`src/rtl/sort_collector.sv`:
```
`timescale 1ns/1ps
`default_nettype none
// ============================================================================
//  Module   : sort_collector
//  Purpose  : Downstream stage of the fixed/float sorter. Captures each sorted
//             frame of M words from the sorter output stream into a two-bank
//             ping-pong buffer and replays it over a valid/ready interface
//             with a last marker, so a back-pressuring consumer can drain one
//             frame while the next one is captured.
//  Optional : ORDER_CHECK_EN - when defined, each frame is checked for
//             ascending sign-magnitude order and m_frame_err flags frames that
//             contain a violation. When undefined m_frame_err is tied low and
//             none of the checking logic exists.
//  Ports    : clock        in   1   single clock, posedge
//             rst          in   1   asynchronous active-low reset
//             in_data      in   N   sorted word (sorter outP)
//             in_valid     in   1   word strobe (sorter outvalid), no backpressure
//             m_data       out  N   replayed word
//             m_valid      out  1   m_data valid
//             m_ready      in   1   consumer accepts m_data
//             m_last       out  1   high with the M-th word of a frame
//             m_frame_err  out  1   frame held an order violation
//             ovf          out  1   sticky, at least one whole frame dropped
//             frames_out   out  16  frames fully delivered, wraps
//  Revision : 1.0 - initial release
// ============================================================================
module sort_collector #(
    parameter int M = 8,
    parameter int N = 32
) (
    input  logic         clock,
    input  logic         rst,
    input  logic [N-1:0] in_data,
    input  logic         in_valid,
    output logic [N-1:0] m_data,
    output logic         m_valid,
    input  logic         m_ready,
    output logic         m_last,
    output logic         m_frame_err,
    output logic         ovf,
    output logic [15:0]  frames_out
);

    localparam int               c_CW     = (M > 1) ? $clog2(M) : 1;
    localparam logic [c_CW-1:0]  c_LAST   = c_CW'(M - 1);
    localparam logic [c_CW-1:0]  c_ZERO   = '0;
    localparam logic [0:0]       c_R_IDLE = 1'b0;
    localparam logic [0:0]       c_R_SEND = 1'b1;

    // Two frame banks; contents need no reset because every read is gated
    // by a full flag that only a complete write can set.
    logic [N-1:0]    r_mem [2][M];
    logic [1:0]      r_full;
    logic [1:0]      w_full_nxt;

    // Write side
    logic            r_wr_bank;
    logic [c_CW-1:0] r_wr_cnt;
    logic            r_drop;       // current frame was rejected at its start
    logic            r_ovf;

    // Read side
    logic [0:0]      r_state;
    logic [0:0]      w_state_nxt;
    logic            r_rd_bank;
    logic            w_rd_bank_nxt;
    logic [c_CW-1:0] r_rd_cnt;
    logic [c_CW-1:0] w_rd_cnt_nxt;
    logic [15:0]     r_frames;

    logic            w_xfer;
    logic            w_free;
    logic            w_start;
    logic            w_start_ok;
    logic            w_wr_en;
    logic            w_wr_done;
    logic            w_reject;

    // ------------------------------------------------------------------------
    // Handshake and write-acceptance decode
    // ------------------------------------------------------------------------
    assign w_xfer    = (r_state == c_R_SEND) & m_ready;
    assign w_free    = w_xfer & (r_rd_cnt == c_LAST);
    assign w_start   = in_valid & (r_wr_cnt == c_ZERO);
    // A bank freed by the final transfer this cycle can take the first word
    // of the next frame in the same cycle.
    assign w_start_ok = ~r_full[r_wr_bank] | (w_free & (r_rd_bank == r_wr_bank));
    assign w_wr_en   = in_valid & (w_start ? w_start_ok : ~r_drop);
    assign w_wr_done = w_wr_en & (r_wr_cnt == c_LAST);
    assign w_reject  = w_start & ~w_start_ok;

    always_comb begin
        w_full_nxt = r_full;
        if (w_free) begin
            w_full_nxt[r_rd_bank] = 1'b0;
        end
        if (w_wr_done) begin
            w_full_nxt[r_wr_bank] = 1'b1;
        end
    end

    // ------------------------------------------------------------------------
    // Write side registers
    // ------------------------------------------------------------------------
    always_ff @(posedge clock or negedge rst) begin
        if (!rst) begin
            r_wr_bank <= 1'b0;
            r_wr_cnt  <= '0;
            r_drop    <= 1'b0;
            r_ovf     <= 1'b0;
            r_full    <= 2'b00;
        end else begin
            r_full <= w_full_nxt;
            // Rejected frames are still counted so the next frame boundary
            // stays aligned with the sorter output.
            if (in_valid) begin
                r_wr_cnt <= (r_wr_cnt == c_LAST) ? '0 : r_wr_cnt + c_CW'(1);
            end
            if (w_start) begin
                r_drop <= ~w_start_ok;
            end
            if (w_reject) begin
                r_ovf <= 1'b1;
            end
            if (w_wr_done) begin
                r_wr_bank <= ~r_wr_bank;
            end
        end
    end

    always_ff @(posedge clock) begin
        if (w_wr_en) begin
            r_mem[r_wr_bank][r_wr_cnt] <= in_data;
        end
    end

    // ------------------------------------------------------------------------
    // Read FSM
    // ------------------------------------------------------------------------
    always_comb begin
        w_state_nxt   = r_state;
        w_rd_cnt_nxt  = r_rd_cnt;
        w_rd_bank_nxt = r_rd_bank;
        case (r_state)
            c_R_IDLE: begin
                if (r_full[r_rd_bank]) begin
                    w_rd_cnt_nxt = '0;
                    w_state_nxt  = c_R_SEND;
                end
            end
            c_R_SEND: begin
                if (w_xfer) begin
                    if (r_rd_cnt == c_LAST) begin
                        w_rd_bank_nxt = ~r_rd_bank;
                        w_state_nxt   = c_R_IDLE;
                    end else begin
                        w_rd_cnt_nxt = r_rd_cnt + c_CW'(1);
                    end
                end
            end
            default: begin
                w_state_nxt = c_R_IDLE;
            end
        endcase
    end

    always_ff @(posedge clock or negedge rst) begin
        if (!rst) begin
            r_state   <= c_R_IDLE;
            r_rd_cnt  <= '0;
            r_rd_bank <= 1'b0;
            r_frames  <= 16'd0;
        end else begin
            r_state   <= w_state_nxt;
            r_rd_cnt  <= w_rd_cnt_nxt;
            r_rd_bank <= w_rd_bank_nxt;
            if (w_free) begin
                r_frames <= r_frames + 16'd1;
            end
        end
    end

    // Data path outputs are gated by m_valid so every output reads zero as
    // soon as reset asserts, without resetting the bank storage.
    assign m_valid    = (r_state == c_R_SEND);
    assign m_data     = m_valid ? r_mem[r_rd_bank][r_rd_cnt] : '0;
    assign m_last     = m_valid & (r_rd_cnt == c_LAST);
    assign ovf        = r_ovf;
    assign frames_out = r_frames;

`ifdef ORDER_CHECK_EN
    // ------------------------------------------------------------------------
    // Ascending sign-magnitude order check
    // ------------------------------------------------------------------------
    logic [N-1:0] r_prev;
    logic         r_werr;      // violation seen so far in the frame being written
    logic [1:0]   r_err;       // per-bank frame error, travels with the full flag
    logic         w_word_lt;

    // True when a < b in sign-magnitude. Negative beats positive (so -0 < +0);
    // among negatives the larger magnitude is the smaller value.
    function automatic logic f_lt(input logic [N-1:0] a, input logic [N-1:0] b);
        logic r;
        if (a[N-1] != b[N-1]) begin
            r = a[N-1];
        end else if (!a[N-1]) begin
            r = (a[N-2:0] < b[N-2:0]);
        end else begin
            r = (a[N-2:0] > b[N-2:0]);
        end
        return r;
    endfunction

    assign w_word_lt = (r_wr_cnt != c_ZERO) & f_lt(in_data, r_prev);

    always_ff @(posedge clock or negedge rst) begin
        if (!rst) begin
            r_prev <= '0;
            r_werr <= 1'b0;
            r_err  <= 2'b00;
        end else if (w_wr_en) begin
            r_prev <= in_data;
            r_werr <= (r_wr_cnt == c_ZERO) ? 1'b0 : (r_werr | w_word_lt);
            if (w_wr_done) begin
                r_err[r_wr_bank] <= r_werr | w_word_lt;
            end
        end
    end

    assign m_frame_err = m_valid & r_err[r_rd_bank];
`else
    assign m_frame_err = 1'b0;
`endif

endmodule
`default_nettype wire

```
`config.mk`:
```
export PLATFORM = sky130hd
export DESIGN_NAME = sort_collector
export DESIGN_NICKNAME = d
export VERILOG_FILES = /design/src/rtl/sort_collector.sv
export SDC_FILE = /design/constraint.sdc
export NUM_CORES = 1
export LEC_CHECK = 0
export ABC_CLOCK_PERIOD_IN_PS = 12300
export CAP_MARGIN = 20
export CORE_MARGIN = 10
export CORE_UTILIZATION = 45
export DETAILED_ROUTE_END_ITERATION = 7
export GPL_TIMING_DRIVEN = 1
export SYNTH_ARGS = -nofsm -noshare
export SYNTH_HDL_FRONTEND = slang
export SYNTH_SLANG_ARGS = --single-unit
```
`constraint.sdc`:
```
create_clock -name clock -period 12.3 [get_ports clock]
set_input_delay 2.46 -clock clock [delete_from_list [all_inputs] [get_ports clock]]
set_output_delay 2.46 -clock clock [all_outputs]
set_load 0.01 [all_outputs]
```
==> flow_metrics.tcl <==
set metrics [dict create \
    status "complete, no violations" \
    cts.sinks 541 \
    yosysTopAreaCell "edfxtp_1" \
    synthCells 1181 \
    reg2regPathDepth 6 \
    holdBufCountCts 0 \
    via_per_inst 5.61 \
    hpwl_um 23600 \
    root_buffer "clkbuf_16" \
    drive_above_1_share_pct 10.6 \
    syn_avg_cell_area_um2 18.1 \
    yosys.cell_types.count 43 \
    setup_viol 0 \
    period_share_pct 54.3 \
    clk_pin_slew_ps 60 \
    clock_path_buffers 3 \
    grtUsageTotal_pct 16.9 \
    worst_hold_path_type "flop to flop" \
    grt_pass1_wl_um 72300 \
    ir_drop_v 0.000156 \
    finalCriticalPeriod_ps 6680 \
    drtIter0Drc 800 \
    fmax_mhz 150 \
    yosys_register_bits 541 \
    vias 10839 \
    rows 79 \
    cts_max_level 2 \
    cts-resized-gates 0 \
    p_switching_mw 1.83 \
    portBuffers 86 \
    cts_setup_buffers 0 \
    critPathLaunchType "flop" \
    dieHeight_um 238 \
    wl_per_cell_um 25.0 \
    die_area_um2 56600 \
    synthFlopType "edfxtp_1" \
    max-cap-violations 0 \
    final_common_cell "edfxtp_1" \
    power_mw 5.64 \
    synth_top_cell_area_share_pct 72.0 \
    worstMarginPinSlew_ps 1300 \
    nets 1325 \
    grt-ovfl-total 0 \
    chipWidth_um 238 \
    leakage_nw 8.43 \
    pwr-share-seq_pct 40.9 \
    drtPass1Iterations 5 \
    p_clk_share_pct 27.2 \
    antenna_found_initial 4 \
    setup_slack_ps 5620 \
    timing.hold.worst_path_depth 1 \
    yosysWarningCount 0 \
    grt_max_degree 154 \
    gp_congestion 0.713 \
    ios 88 \
    drc 0 \
    setup_tns_ps 0 \
    p_int_mw 3.81 \
    final_antenna_net_count 0 \
    final_cell_mix "edfxtp_1 (512), mux2i_1 (235), a22oi_1 (106)" \
    syn_area_um2 21400 \
    grt_pass1_vias 10974 \
    cts_made_buffers 55 \
    end_kind "output port" \
    syn2layout_area_growth_pct 14.3 \
    combPwrFrac_pct 31.9 \
    yosysSeqAreaShare_pct 75.4 \
    wl_um 48300 \
    criticalPathCategory "flop to output port" \
    p_sw_share_pct 32.5 \
    skew_ps 21.7 \
    worstSkewPairLatency_ps 610 \
    synthArstFlopShare_pct 5.36 \
    power.density_nw_per_um2 231 \
    slew_violations 0 \
    synth_area_leaders "edfxtp_1 (72%), mux2i_1 (11%), a22oi_1 (3.7%)" \
    critPathMaxFanout 153 \
    rsz0062_at_grt "no" \
    syn-num-nets 1223 \
    synth_edf_count 512 \
    cp.arrival_ps 4220 \
    slew_headroom_pct 13.5 \
    initial_core_util_pct 45.7 \
    finalHoldViolCount 0 \
    post-place-ws_ps 6290 \
    coreArea_um2 46800 \
    cts_tree "done" \
    critical_path_required_ps 9840 \
]
-- kinds of logic (layout without fill, tap and decap cells) --
family                   after synthesis  count (layout)  share of synthesized area (%)
adder cells (fa/ha/maj)                6               6                          0.352
XOR/XNOR                              19              19                          0.779
other                                  1               2                         0.0176
AND/OR/NAND/NOR                      122             122                           2.65
flip-flops                           541             541                           75.4
AO/OA/AOI/OAI                        170             170                           5.68
buffers and inverters                 73             216                           2.81
multiplexers                         249             249                           12.3
-- routing by layer --
| metal | global-route usage, % | vias up | share of wire (%) |
|---|---|---|---|
| met5 | 0 | - | 0.075 |
| met4 | 4.58 | 6 | 2.0 |
| met3 | 3.10 | 87 | 4.8 |
| met2 | 28.6 | 244 | 49 |
| met1 | 22.3 | 5597 | 44 |
| li1 | - | 4905 | - |
-- power groups by stage --
stage	Combinational (mW)	Clock [mW]	Sequential, mW
global placement	1.81	0	2.34
global route	1.94	1.65	2.33
detailed placement	1.82	0	2.35
floorplan	1.24	0	2.27
CTS	1.83	1.57	2.31
finish	1.80	1.54	2.31
-- worst max-delay path: stages (launching register included) --
cell,delay [ps]
dfrtp_4,1060
buf_12,730
mux2i_1,190
a22oi_1,200
nand2_1,90
o22ai_1,360
clkdlybuf4s50_1,630
-- stage by stage --
| stage | utilization [%] | cell area (um2) | hold WS [ps] | cells |
|---|---|---|---|---|
| floorplan | - | 21400 | 486 | 1181 |
| global placement | 48.7 | 22700 | 453 | 1833 |
| detailed placement | 48.7 | 22700 | 455 | 1833 |
| CTS | 52.2 | 24400 | 474 | 1931 |
| global route | 52.2 | 24400 | 494 | 1931 |
| finish | 52.2 | 24400 | 472 | 1932 |
-- synthesized netlist by cell type (5+ instances only) --
master and count:
a221oi_1 10, a22oi_1 106, buf_1 5, buf_12 8, buf_2 18, buf_6 15
clkbuf_1 13, dfrtp_1 29, edfxtp_1 512, ha_1 6, inv_1 6, mux2i_1 235
mux4_2 11, nand2_1 70, nand3_1 5, nand4_1 8, nor2_1 14, o21ai_0 5
o21ai_1 22, o22ai_1 21, xnor2_1 17
-- cell type report --
cell class                 instances  area (um2)
antenna                            1        2.50
clock buffer                      64        1430
clock inverter                    34         221
fill                            3761       22400
inverter                           6        22.5
multi-input combinational        567        4790
sequential                       541       16100
tap                              607         759
timing repair buffer             112        1070
-- final timing paths --
kind | end | slack (ps) | start
worst max-delay path | m_data[19] | 5620 | r_rd_bank
worst min-delay path | ovf | 470 | ovf
worst max register to register | r_mem[1][131] | 8060 | r_rd_bank
worst min register to register | ovf | 470 | ovf
max in group asynchronous | r_rd_bank | 9740 | rst
min in group asynchronous | frames_out[14] | 2260 | rst
-- state kept, by name, indices dropped and copies added, names as in the netlist --
register / flops
r_rd_cnt: 3
ovf: 1
m_valid: 1
r_wr_bank: 1
r_wr_cnt: 3
r_mem: 512
r_rd_bank: 1
frames_out: 16
r_drop: 1
r_full: 2
Power figures use the tool's default switching activity.
==> patch (same flow settings) <==
Put one more register stage on the output `ovf`, cleared by the reset. The value now appears one clock later. The other outputs are not delayed to match.
--- a/src/rtl/sort_collector.sv
+++ b/src/rtl/sort_collector.sv
@@ -185,7 +185,13 @@
     assign m_valid    = (r_state == c_R_SEND);
     assign m_data     = m_valid ? r_mem[r_rd_bank][r_rd_cnt] : '0;
     assign m_last     = m_valid & (r_rd_cnt == c_LAST);
-    assign ovf        = r_ovf;
+    always_ff @(posedge clock or negedge rst) begin
+        if (!rst) begin
+            ovf <= '0;
+        end else begin
+            ovf <= r_ovf;
+        end
+    end
     assign frames_out = r_frames;
 
 `ifdef ORDER_CHECK_EN
Function: same outputs for any inputs over 10 cycles, from zero or initial values and one cycle with rst low; that may be too few to reach the edited logic, so the function may still have changed.
==> patch against the unedited design <==
  * Critical path depth is the same
  * Worst setup slack lost 310 ps
  * Synthesized cell count grew 1.2%
  * Synthesized area shrank 0.63%
  * Sequential cell count grew 1
  * Count of clock-buffer cells in the layout grew 10
  * Cell area grew 0.50%
  * Routed wire length grew 1.8%
  * Power shrank 0.63%
  * Final cell count grew 0.72%
  * Critical path type unchanged
==> patch: results (changes against the unedited design) <==
[cells_and_area]
num-nets-final = 1342  ; +1.3%
diodes = 0  ; -1
drive_above_1_share_pct = 11.1  ; +0.48 points

[worst_setup_path]
crit_fanout = 58  ; -62%
r2r.worst_path.cells = 7  ; +1
rr_endpoint = r_mem[0][75]$_DFFE_PP_
crit_arrival_ps = 4530  ; +310 ps
worst_path_largest_cell_delay_ps = 1090  ; +30 ps
r2r_slack_ps = 8090  ; +30 ps

[grt]
antenna_found_initial = 3  ; -1
wire_length_of_the_first_global_routing_pass_um = 72100  ; -0.29%
grt_start_max_net_pins = 67  ; -56%

[logic_synthesis]
post_synth_inst_count = 1195  ; +1.2%
synth_seq_area_share_pct = 76.0  ; +0.59 points
proportion_of_synthesized_flip_flops_having_asynchronous_set_or_reset_pct = 5.54  ; +0.17 points
netlist_top_cells_area = edfxtp_1 72%, mux2i_1 11%, a22oi_1 3.7%
yosys.cell_types.count = 45  ; +4.7%
synth.top_cells.by_count = 512 x edfxtp_1, 235 x mux2i_1, 106 x a22oi_1, 69 x nand2_1, 32 x clkbuf_1

[power]
vdd_drop_max_uv = 138  ; -11%
p_leak_uw = 0.00849  ; +0.72%

[place]
routabilityCongestion = 0.739  ; +3.5%
hpwl_after_detailed_placement_um = 23400  ; -0.55%
post-place-ws_ps = 5920  ; -364 ps
post_dp_cell_area_sq_um = 22800  ; +0.40%
placed_cells_incl_taps = 1849  ; +0.87%

[worst_hold_path]
hold_end = ovf$_DFF_PN0_
whs_path_depth = 0  ; -1
min-delay-start = r_ovf$_DFFE_PN0P_

[outcome]
status = finished, final reports clean

[timing]
max_clock_skew_ps = 17.1  ; -4.59 ps
hold_slack_final_ps = 368  ; -105 ps
worst_slew_margin_rel_pct = 24.2  ; +11 points

[routing]
routed-via-count = 11000  ; +1.5%
routed_via_density = 5.65  ; +0.76%
initialDrtViolationCount = 938  ; +17%

patch: cell types whose count changed in the layout (fill, tap and decap cells not counted), sizes merged, moves of 3 or more:
cell / delta
nor2: -5
nor3: +7
clkbuf: +10
xor2: +4
nand4: -3
nor4: +4
buf: +5
clkinv: -14
xnor2: -5
inv: +7
patch: power breakdown:
| group | switching [uW] | internal [uW] |
|---|---|---|
| Sequential | 131 | 2160 |
| Clock | 666 | 895 |
| Combinational | 1000 | 748 |
| Total | 1800 | 3810 |
patch: layer usage:
layer  share of wire, %  GRT usage, %  up-vias
met5              0.094             0        -
met4                2.2          5.11        6
met3                4.4          3.02       80
met2                 50          28.9      253
met1                 43          22.1     5698
li1                   -             -     4964
patch: area by class of cell:
type | count | area, sq um | share of cell area, %
Sequential cell | 542 | 16100 | 65.8
Clock inverter | 22 | 191 | 0.781
Timing Repair Buffer | 117 | 1110 | 4.54
Multi-Input combinational cell | 573 | 4820 | 19.7
Inverter | 11 | 41.3 | 0.168
Clock buffer | 74 | 1470 | 5.99
Tap cell | 607 | 759 | 3.10
patch: cell families after synthesis:
family / count (synthesis) / share of synthesized area, %
xor+xnor: 18 / 0.743
fa+ha+maj: 6 / 0.354
other cells: 1 / 0.0177
compound gates: 177 / 5.92
simple gates: 123 / 2.76
buf+inv: 80 / 1.86
mux: 248 / 12.4
flops: 542 / 76.0
patch: worst max-delay path by stage:
| stage | end | slack [ps] | cells past startpoint |
|---|---|---|---|
| 2_1_floorplan | r_mem[1][224]$_DFFE_PP_ | 5660 | 5 |
| 3_3_place_gp | m_data[14] | 5930 | 6 |
| 3_5_place_dp | m_data[22] | 5920 | 6 |
| 4_1_cts | m_data[22] | 5270 | 6 |
| 5_1_grt | m_data[14] | 5060 | 6 |
| 6_report | m_data[22] | 5310 | 6 |
